===== src/rtl/noc_switch_alloc.sv =====
// Five-port wormhole switch allocator: round-robin head arbitration per output,
// packet lock until tail, zero-cycle combinational grants from registered state.
module noc_switch_alloc (
  input  logic       clk,
  input  logic       rst,
  input  logic [4:0] req_valid_i,
  input  logic [2:0] req_port_addr1_i,
  input  logic [2:0] req_port_addr2_i,
  input  logic [2:0] req_port_addr3_i,
  input  logic [2:0] req_port_addr4_i,
  input  logic [2:0] req_port_addr5_i,
  input  logic [4:0] head_i,
  input  logic [4:0] tail_i,
  input  logic [4:0] out_ready_i,
  output logic [4:0] gnt_o,
  output logic [2:0] req_port_addr1_o,
  output logic [2:0] req_port_addr2_o,
  output logic [2:0] req_port_addr3_o,
  output logic [2:0] req_port_addr4_o,
  output logic [2:0] req_port_addr5_o,
  output logic [4:0] lock_o
);

  localparam int unsigned NP = 5;
  localparam int unsigned AW = 3;
  localparam logic [AW-1:0] NONE = 3'b111;

  logic [AW-1:0] addr [NP];
  logic [NP-1:0] locked_q, locked_n;
  logic [AW-1:0] owner_q [NP];
  logic [AW-1:0] owner_n [NP];
  logic [AW-1:0] ptr_q [NP];
  logic [AW-1:0] ptr_n [NP];
  logic [NP-1:0] grant_vld;
  logic [AW-1:0] grant_idx [NP];
  logic [AW:0]   cand;
  logic [AW-1:0] idx;

  assign addr[0] = req_port_addr1_i;
  assign addr[1] = req_port_addr2_i;
  assign addr[2] = req_port_addr3_i;
  assign addr[3] = req_port_addr4_i;
  assign addr[4] = req_port_addr5_i;

  // Per-output grant: locked outputs serve only their owner, idle ones round-robin over heads.
  always_comb begin
    grant_vld = '0;
    cand      = '0;
    idx       = '0;
    for (int o = 0; o < NP; o++) begin
      grant_idx[o] = NONE;
    end
    for (int o = 0; o < NP; o++) begin
      if (!rst && out_ready_i[o]) begin
        if (locked_q[o]) begin
          if (req_valid_i[owner_q[o]] && (addr[owner_q[o]] == AW'(o))) begin
            grant_vld[o] = 1'b1;
            grant_idx[o] = owner_q[o];
          end
        end else begin
          for (int k = 0; k < NP; k++) begin
            cand = {1'b0, ptr_q[o]} + (AW+1)'(k);
            if (cand >= (AW+1)'(NP)) cand = cand - (AW+1)'(NP);
            idx = cand[AW-1:0];
            if (!grant_vld[o] && req_valid_i[idx] && head_i[idx] &&
                (addr[idx] == AW'(o))) begin
              grant_vld[o] = 1'b1;
              grant_idx[o] = idx;
            end
          end
        end
      end
    end
  end

  // Lock, owner and pointer updates driven by this cycle's grants.
  always_comb begin
    locked_n = locked_q;
    for (int o = 0; o < NP; o++) begin
      owner_n[o] = owner_q[o];
      ptr_n[o]   = ptr_q[o];
    end
    for (int o = 0; o < NP; o++) begin
      if (grant_vld[o]) begin
        if (locked_q[o]) begin
          if (tail_i[owner_q[o]]) locked_n[o] = 1'b0;
        end else begin
          locked_n[o] = ~tail_i[grant_idx[o]];
          owner_n[o]  = grant_idx[o];
          ptr_n[o]    = (grant_idx[o] == AW'(NP-1)) ? '0 : grant_idx[o] + AW'(1);
        end
      end
    end
  end

  always_ff @(posedge clk) begin
    if (rst) begin
      locked_q <= '0;
      for (int o = 0; o < NP; o++) begin
        owner_q[o] <= '0;
        ptr_q[o]   <= '0;
      end
    end else begin
      locked_q <= locked_n;
      for (int o = 0; o < NP; o++) begin
        owner_q[o] <= owner_n[o];
        ptr_q[o]   <= ptr_n[o];
      end
    end
  end

  always_comb begin
    gnt_o = '0;
    for (int i = 0; i < NP; i++) begin
      for (int o = 0; o < NP; o++) begin
        if (grant_vld[o] && (grant_idx[o] == AW'(i))) gnt_o[i] = 1'b1;
      end
    end
  end

  assign req_port_addr1_o = grant_idx[0];
  assign req_port_addr2_o = grant_idx[1];
  assign req_port_addr3_o = grant_idx[2];
  assign req_port_addr4_o = grant_idx[3];
  assign req_port_addr5_o = grant_idx[4];
  assign lock_o           = rst ? '0 : locked_q;

endmodule


===== config.mk =====
export PLATFORM = sky130hd
export DESIGN_NAME = noc_switch_alloc
export DESIGN_NICKNAME = d
export VERILOG_FILES = /design/src/rtl/noc_switch_alloc.sv
export SDC_FILE = /design/constraint.sdc
export NUM_CORES = 1
export LEC_CHECK = 0
export CORE_MARGIN = 2
export CORE_UTILIZATION = 25
export DETAILED_ROUTE_END_ITERATION = 10
export PLACE_DENSITY_LB_ADDON = 0.08
export SLEW_MARGIN = 20
export SYNTH_ARGS = -nofsm -noshare
export SYNTH_HDL_FRONTEND = slang
export SYNTH_SLANG_ARGS = --single-unit

===== constraint.sdc =====
create_clock -name clk -period 5.4 [get_ports clk]
set_clock_uncertainty 0.15 [all_clocks]
set_input_delay 1.08 -clock clk [delete_from_list [all_inputs] [get_ports clk]]
set_output_delay 1.08 -clock clk [all_outputs]
set_load 0.05 [all_outputs]

[After elaboration in Yosys (flattened, before gate mapping)]
Memories as Yosys holds them, arrays and structs flattened.
Index checks and enable logic that the tools add are counted.
Storage, ports and cells
  register bits after elaboration: 5
  latch bits: 0
  memory bits (writable): 30
  ROM bits: 0
  input bits: 37
  output and inout port bits: 25
  logic and storage cells: 862
  memories kept: 2
Cells by class
  add/sub/neg operators: 50
  $mul: 0
  div/mod/pow operators: 0
  order comparisons: 90
  equal/unequal tests: 44
  shift operators: 0
  multiplexer cells: 489
  bitwise operators: 45
  reductions and logical operators: 137
Memories
  owner_q: words 5, width 3, rd ports 5, clocked after Yosys merged registers in 0, wr ports 5, line 30  | logic [AW-1:0] owner_q [NP];
  ptr_q: words 5, width 3, rd ports 5, clocked after Yosys merged registers in 0, wr ports 5, line 32  | logic [AW-1:0] ptr_q [NP];
Operator list (number)
  two-way mux 3 bit: 210
  binary-select mux 3 bit (select 3 bit): 30
  binary-select mux 1 bit (select 3 bit): 65
  two-way mux 1 bit: 183
  less-than comparator 3 x 4 -> 1 bit, second input constant: 35
  greater-or-equal comparator 4 bit, second input constant: 30
  inverter 3 -> 4 bit: 30
  logical AND 1 bit: 105
  greater-or-equal comparator 4 x 3 -> 1 bit, second input constant: 20
  subtractor 3 bit, second input constant: 25
  == test 3 x 2 -> 1 bit, second input constant: 22
  adder 3 x 2 -> 4 bit, second input constant: 10
  == test 3 x 1 -> 1 bit, second input constant: 11
  == test 3 bit, second input constant: 11
  zero test 3 bit: 11
  zero test 1 bit: 21
  adder 3 x 1 -> 4 bit, second input constant: 5
  adder 3 x 3 -> 4 bit, second input constant: 5
  adder 3 x 1 -> 3 bit, second input constant: 5
  greater-or-equal comparator 3 bit, second input constant: 5
  OR 1 bit: 10
  two-way mux 5 bit: 1
  inverter 1 bit: 5

[Longest topological paths before layout]
Gate-level depths: netlist of run 1.
An unclocked memory read counts as a cell.
  depth after elaboration: 49
  mapped depth: 20
  depth with buffers taken out: 18

[Worst setup path before layout of run 1]
No wires, ideal clock.
  path type: register -> output
  start point: memory ptr_q[4][0], in the netlist ptr_q[0][12]
  end point: output gnt_o[0]
  data arrival time: 5.144 ns
  setup slack: -0.974 ns
  stages on the path, launching flop included: 19
  cell sequence: dfxtp_1 -> buf_4 -> inv_1 -> buf_2 -> ha_1 -> ha_1 -> a2111oi_1 -> a211oi_1 -> and4_1 -> nor4b_2 -> nand2_1 -> o21a_1 -> a221o_1 -> o211ai_1 -> inv_1 -> ha_1 -> a22o_1 -> a31oi_1 -> o221ai_1
RTL lines
  start, declared: line 32
  end, declared: line 15  | output logic [4:0] gnt_o,

[Final worst setup path of run 1]
  start point: input req_port_addr1_i[1]
  end point: output gnt_o[2]
Between the ends
  cells in the longest elaborated chain, start to end: 43
  elaborated cells on any way between the ends: 345
Ends and longest elaborated chain
  start, declared: line 7  | input logic [2:0] req_port_addr1_i,
  binary-select mux 3 bit (select 3 bit): line 66  | (addr[idx] == AW'(o))) begin
  two-way mux 3 bit (not written as such) (2 in series): line 66
  zero test 3 bit: line 66
  logical AND 1 bit: line 65  | if (!grant_vld[o] && req_valid_i[idx] && head_i[idx] &&
  two-way mux 1 bit: line 65
  two-way mux 1 bit: line 55  | if (locked_q[o]) begin
  two-way mux 1 bit: line 54  | if (!rst && out_ready_i[o]) begin
  zero test 1 bit: line 65
  (+21 left out)
  logical AND 1 bit (3 in series): line 65
  two-way mux 3 bit: line 65
  two-way mux 3 bit: line 55
  two-way mux 3 bit: line 54
  == test 3 x 2 -> 1 bit: line 116  | if (grant_vld[o] && (grant_idx[o] == AW'(i))) gnt_o[i] = 1'b1;
  logical AND 1 bit: line 116
  two-way mux 1 bit (4 in series): line 116
  two-way mux 1 bit (*): line 116
Every way passes the cells marked *; elsewhere a longest branch is shown, timed or not. The select of a mux whose other input is x is not followed.

==> results of run 1 <==
cell families (layout without fill, tap and decap cells):
kind of cell	Yosys count	in the layout	synth area share, %
mux	54	54	8.080
fa+ha+maj	64	64	9.951
buf+inv	126	544	6.164
flops	35	35	8.317
compound gates	386	386	33.76
other cells	0	1	0
xor+xnor	25	25	2.599
simple gates	481	481	31.13
what timing repair did:
action / 4_1_cts / 5_1_grt
hold buffers: 0 / 0
gates cloned: 1 / 0
resized for setup: 307 / 109
endpoints found under the setup margin: 16 / 6
setup buffers: 42 / 22
pin swaps: 80 / 65
per-layer routing:
layer,up-vias,track usage [%]
met4,0,4.694
met1,5206,30.93
met3,41,3.144
met2,292,37.18
li1,5296,-
met5,-,0
registers in the layout (all words and copies together), names as in the netlist:
name,count
ptr_q,15
locked_q,5
owner_q,15
report_power, final:
part           total [uW]  internal, uW  switching, uW
combinational         683           322            361
clock                 407           265            142
sequential            301           270           31.3
cell usage after synthesis (32+ instances only):
cell      number
inv_1         59
o21ai_0       55
nand2_1       77
nand3_1       40
a21oi_1       72
mux2i_1       32
nor3_1        43
clkbuf_1      37
ha_1          59
dfxtp_1       35
nand2b_1      32
nor2_1        98
critical path, stage by stage:
cell	delay [ps]
buf_8	110
or3b_4	390
or2_4	260
and2_4	130
mux4_2	510
buf_4	160
nor3_2	190
a221oi_2	100
nor2_2	140
o31ai_4	90
buf_4	200
ha_2	190
a22oi_2	150
o21ai_1	110
a221o_2	370
buf_8	170
final cells by class:
| type | instances | area [um2] | share of cell area (%) |
|---|---|---|---|
| clock buffer | 5 | 125.1 | 0.8868 |
| sequential | 35 | 721.9 | 5.117 |
| clock inverter | 3 | 67.56 | 0.4789 |
| inverter | 66 | 252.7 | 1.791 |
| tap | 448 | 560.5 | 3.973 |
| antenna | 1 | 2.502 | 0.01774 |
| multi-input combinational | 1010 | 8509 | 60.31 |
| timing repair buffer | 470 | 3870 | 27.43 |
through the flow:
step                      area, um2  TNS [ps]  cells  hold slack [ps]  total power (uW)
after floorplan                8579     -2520   1171            355.8             598.6
after global placement        12190     -5993   1965            398.4             906.5
after detailed placement      12190     -5639   1965            401.8             903.2
after CTS                     13510    -743.6   2015            415.9              1372
after global routing          14110     -1371   2037            447.1              1457
final                         14110    -568.0   2038            402.6              1391
worst min-delay path by stage:
| stage | startpoint | end |
|---|---|---|
| finish | ptr_q[0][11] | ptr_q[0][11] |
| global route | owner_q[0][5] | owner_q[0][5] |
| CTS | ptr_q[0][5] | ptr_q[0][5] |
| detailed placement | ptr_q[0][5] | ptr_q[0][5] |
| global placement | owner_q[0][14] | owner_q[0][14] |
| floorplan | owner_q[0][9] | owner_q[0][9] |
==> results.cfg, run 1 <==
[run_status]
status = finished with violations
violations = setup timing

[flow_run]
cap_violations = 0

[detailed_routing]
drt_iter0_drc = 688
wl_um = 40770
drt.antenna.violating_nets = 0
route.met3.wl_um = 2018
wl_per_cell_um = 20.01
vias = 10840
dr.pass1.iters = 6
wl_met1_um = 19210
drc = 0
viasPerCell = 5.316
highest_layer = met4
route.met2.wl_um = 18810

[place]
place_congestion = 0.8904
port_buffers = 61
hpwlAfterDp_um = 32640
post-place-ws_ps = -910.4

[sta]
finalWorstSetupSlack_ps = -179.5
relSlewSlack_pct = 58.69
grt_setup_unrepaired = true
setup_violations = 6
maxSlewViolCount = 0
hold_violations = 0
tightest_slew_ps = 619.7
fin_crit_ps = 5579
fmax_ghz = 0.1792
fin_crit_sh_pct = 103.3

[finish]
final_cell_mix = buf_4, nor2_1, nand2_1
area_growth_pct = 67.49
fillers = 3537
post-route-util_pct = 42.29
layout_commonest_cell = buf_4
drive_gt1_share_pct = 46.44
final_nets = 1689

[clock_tree]
clockRootBuffer = clkbuf_16
cts.sinks = 35
numCtsBuffers = 5
cts_buffer_depth = 2
cts_max_level = 2
clock_latency_ps = 300
cts_tree = done
clkTransAtPathRegs_ps = 60

[power]
powerDensity_mw_per_mm2 = 98.60
leakagePower_uw = 0.005942
ir_drop_v = 0.00009434

[logic_synthesis]
synth_largest_area_cell = ha_1
yosys.area.top_type_share_pct = 8.763
syn-instance-count = 1171
syn_nets = 1272
synth.ff_latch_count = 35
syn_area_mm2 = 0.008424
synth_cell_types = 108
yosys-top-cells-area = ha_1, dfxtp_1, nor2_1
synth.avg_cell_area_um2 = 7.194
ys_async_sr_fraction_pct = 0
synth-edff-count = 0
ys_warn_count = 0
synth_ff_type = dfxtp_1
ys_seq_area_share_pct = 8.317

[floorplanning]
die_w_um = 187.6
die_h_um = 187.6
io_pins = 62
initial_core_util_pct = 25.25
fp.coreArea_mm2 = 0.03336
rows = 67
die-area_mm2 = 0.03518

[setup_path]
reg2reg_slack_ps = 1090
critical_path_arrival_ps = 4350
cp-end-kind = output pin
cp.required_ps = 4170
crit_start = req_port_addr1_i[1]
cp-start-kind = input pin
worstSetupEndpoint = gnt_o[2]
r2r_start = ptr_q[0][3]
cp_max_fo = 6
reg2reg_depth = 23
r2r_end = locked_q[1]
worstSetupPathType = in2out

[global_routing]
grt_pass1_wl_um = 62120
grt_pass1_vias = 10810
overflow = 0
grt_max_degree = 22
track_usage_pct = 22.44
antenna_found_initial = 1

[hold_path]
worst_hold_path.num_cells = 2
hold_class = reg2reg
No activity file was read; power rests on OpenSTA's default activity.
==> run 2: changes to the inputs <==
- GPL_TIMING_DRIVEN: default -> 0
==> run 2 against run 1 <==
The flow still finishes with violations (setup timing). Global-route usage shrank 1.0 points. Power shrank 17%. Via count shrank 7.7%. Setup slack lost 400 ps. Core utilization shrank 6.1 points. Non-clock buffer count shrank 245. Critical path type unchanged.
==> results.cfg, run 2 (same netlist as run 1, synthesis figures left out) <==
[run_status]
status = finished with violations
violations = setup timing

[power]
comb_power_share_pct = 51.1
p_clk_share_pct = 24.4
switchingPower_uw = 492.0
ir_drop_v = 0.0001015
p_int_uw = 667.2
leakagePower_uw = 0.004519
total_power_uw = 1159
p_seq_share_pct = 24.4
switching_share_pct = 42.45
powerDensity_mw_per_mm2 = 96.05

[setup_path]
cp-start-kind = input pin
r2r_end = ptr_q[0][5]
worstSetupPathType = in2out
cp.required_ps = 4170
critical_path_arrival_ps = 4750
reg2reg_depth = 20
cp-end-kind = output pin
reg2reg_slack_ps = 950
r2r_start = ptr_q[0][3]
cp_max_fo = 8

[clock_tree]
numCtsBuffers = 5
clkTransAtPathRegs_ps = 60
clockRootBuffer = clkbuf_16
cts_max_level = 2
cts.sinks = 35
hold_buffers = 0
cts_buffer_depth = 2
cts_tree = done
clock_latency_ps = 280

[place]
dpl_cell_area_mm2 = 0.009651
place_congestion = 0.8475
port_buffers = 51
hpwlAfterDp_um = 29240

[detailed_routing]
viasPerCell = 5.584
drt_iter0_drc = 831
vias = 10010
wl_um = 39140
dr.pass1.iters = 4
wl_per_cell_um = 21.84
drt.antenna.violating_nets = 0
drc = 0

[floorplanning]
io_pins = 62
die-area_mm2 = 0.03518
initial_core_util_pct = 25.25
die_w_um = 187.6
rows = 67
fp.coreArea_mm2 = 0.03336
die_h_um = 187.6

[finish]
final_nets = 1444
top_regs = owner_q (15), ptr_q (15), locked_q (5)
layout_commonest_cell = buf_4
final_cell_mix = buf_4, nor2_1, nand2_1
design_area_mm2 = 0.01207
fillers = 3629
drive_gt1_share_pct = 33.83
seq_area_um2 = 739.5
area_growth_pct = 43.26
multi_input_area_mm2 = 0.008514

[hold_path]
worst_hold_path.num_cells = 2
worstHoldStart = ptr_q[0][13]
whs_endpoint = ptr_q[0][13]
hold_class = reg2reg

[sta]
setup_violations = 5
fin_crit_sh_pct = 110.8
hold_violations = 0
tightest_slew_ps = 769.9
fmax_ghz = 0.1672
grt_setup_unrepaired = true
finalWorstSetupSlack_ps = -582.1
fin_crit_ps = 5982
maxSlewViolCount = 0
relSlewSlack_pct = 48.67

[global_routing]
grt_max_degree = 11
antenna_found_initial = 2
grt_pass1_vias = 9581
grt_pass1_wl_um = 58650
overflow = 0
track_usage_pct = 21.39

[flow_run]
cap_violations = 0
[run 2: cell count changes in the layout (fill, tap and decap cells not counted), sizes merged, moves of 3 or more]
cell | previous run | this run
clkdlybuf4s50 | 16 | 11
clkbuf | 9 | 44
clkdlybuf4s15 | 0 | 7
clkinvlp | 1 | 4
buf | 449 | 158
dlygate4sd2 | 1 | 11
inv | 63 | 58
[run 2: final cells by class]
type | instances | area share (%)
repair buffers | 172 | 12.02
plain buffers | 53 | 3.131
flip-flops and latches | 35 | 6.127
multi-input cells | 1010 | 70.55
diodes | 2 | 0.04147
clock buffers | 6 | 1.068
inverters | 66 | 2.426
well taps | 448 | 4.644
[run 2: how the worst max path moves through the flow]
stage	cells after the start	startpoint	to
finish	14	req_port_addr2_i[2]	gnt_o[1]
CTS	15	req_port_addr1_i[2]	gnt_o[1]
global route	16	ptr_q[0][0]	gnt_o[1]
floorplan	13	req_port_addr2_i[1]	gnt_o[1]
detailed placement	13	head_i[2]	gnt_o[1]
global placement	13	head_i[2]	gnt_o[1]
[run 2: repair_timing]
| item | in CTS | in global routing |
|---|---|---|
| gates cloned | 0 | 0 |
| pin swaps | 40 | 72 |
| setup buffers | 58 | 65 |
| endpoints found under the setup margin | 32 | 20 |
| resized for setup | 333 | 175 |
[run 2: stage by stage]
stage	setup slack, ps	hold slack, ps	utilization (%)	cells	setup TNS, ps
2_1_floorplan	-700.8	355.8	-	1171	-2520
3_5_place_dp	-2523	390.0	28.92	1670	-36840
5_1_grt	-660.4	397.1	36.16	1790	-2398
3_3_place_gp	-2580	402.7	28.92	1670	-38570
4_1_cts	-600.7	396.5	32.72	1730	-2286
6_report	-582.1	370.5	36.17	1792	-1918
[run 2: layer usage]
metal	vias up	GRT usage, %	wire, um
met5	-	0	0
met4	0	4.785	814
met3	46	3.481	2136
met2	308	34.27	17740
met1	4834	30.00	18450
li1	4818	-	-
[run 2: power by group through the flow]
| stage | Sequential, uW | Combinational [uW] | Clock [uW] |
|---|---|---|---|
| floorplan | 287 | 311 | 0 |
| global placement | 293 | 483 | 0 |
| detailed placement | 292 | 479 | 0 |
| CTS | 285 | 538 | 290 |
| global route | 285 | 633 | 301 |
| finish | 283 | 593 | 283 |
[run 2: critical path, stage by stage]
cell      delay [ps]
buf_4            160
and4bb_2         290
and2_4           170
mux4_2           480
mux2i_4          200
o21bai_4         120
mux2i_1          140
a221o_1          300
o211ai_1         300
inv_1            100
ha_2             190
a222oi_1         690
o221ai_4         280
buf_6            230
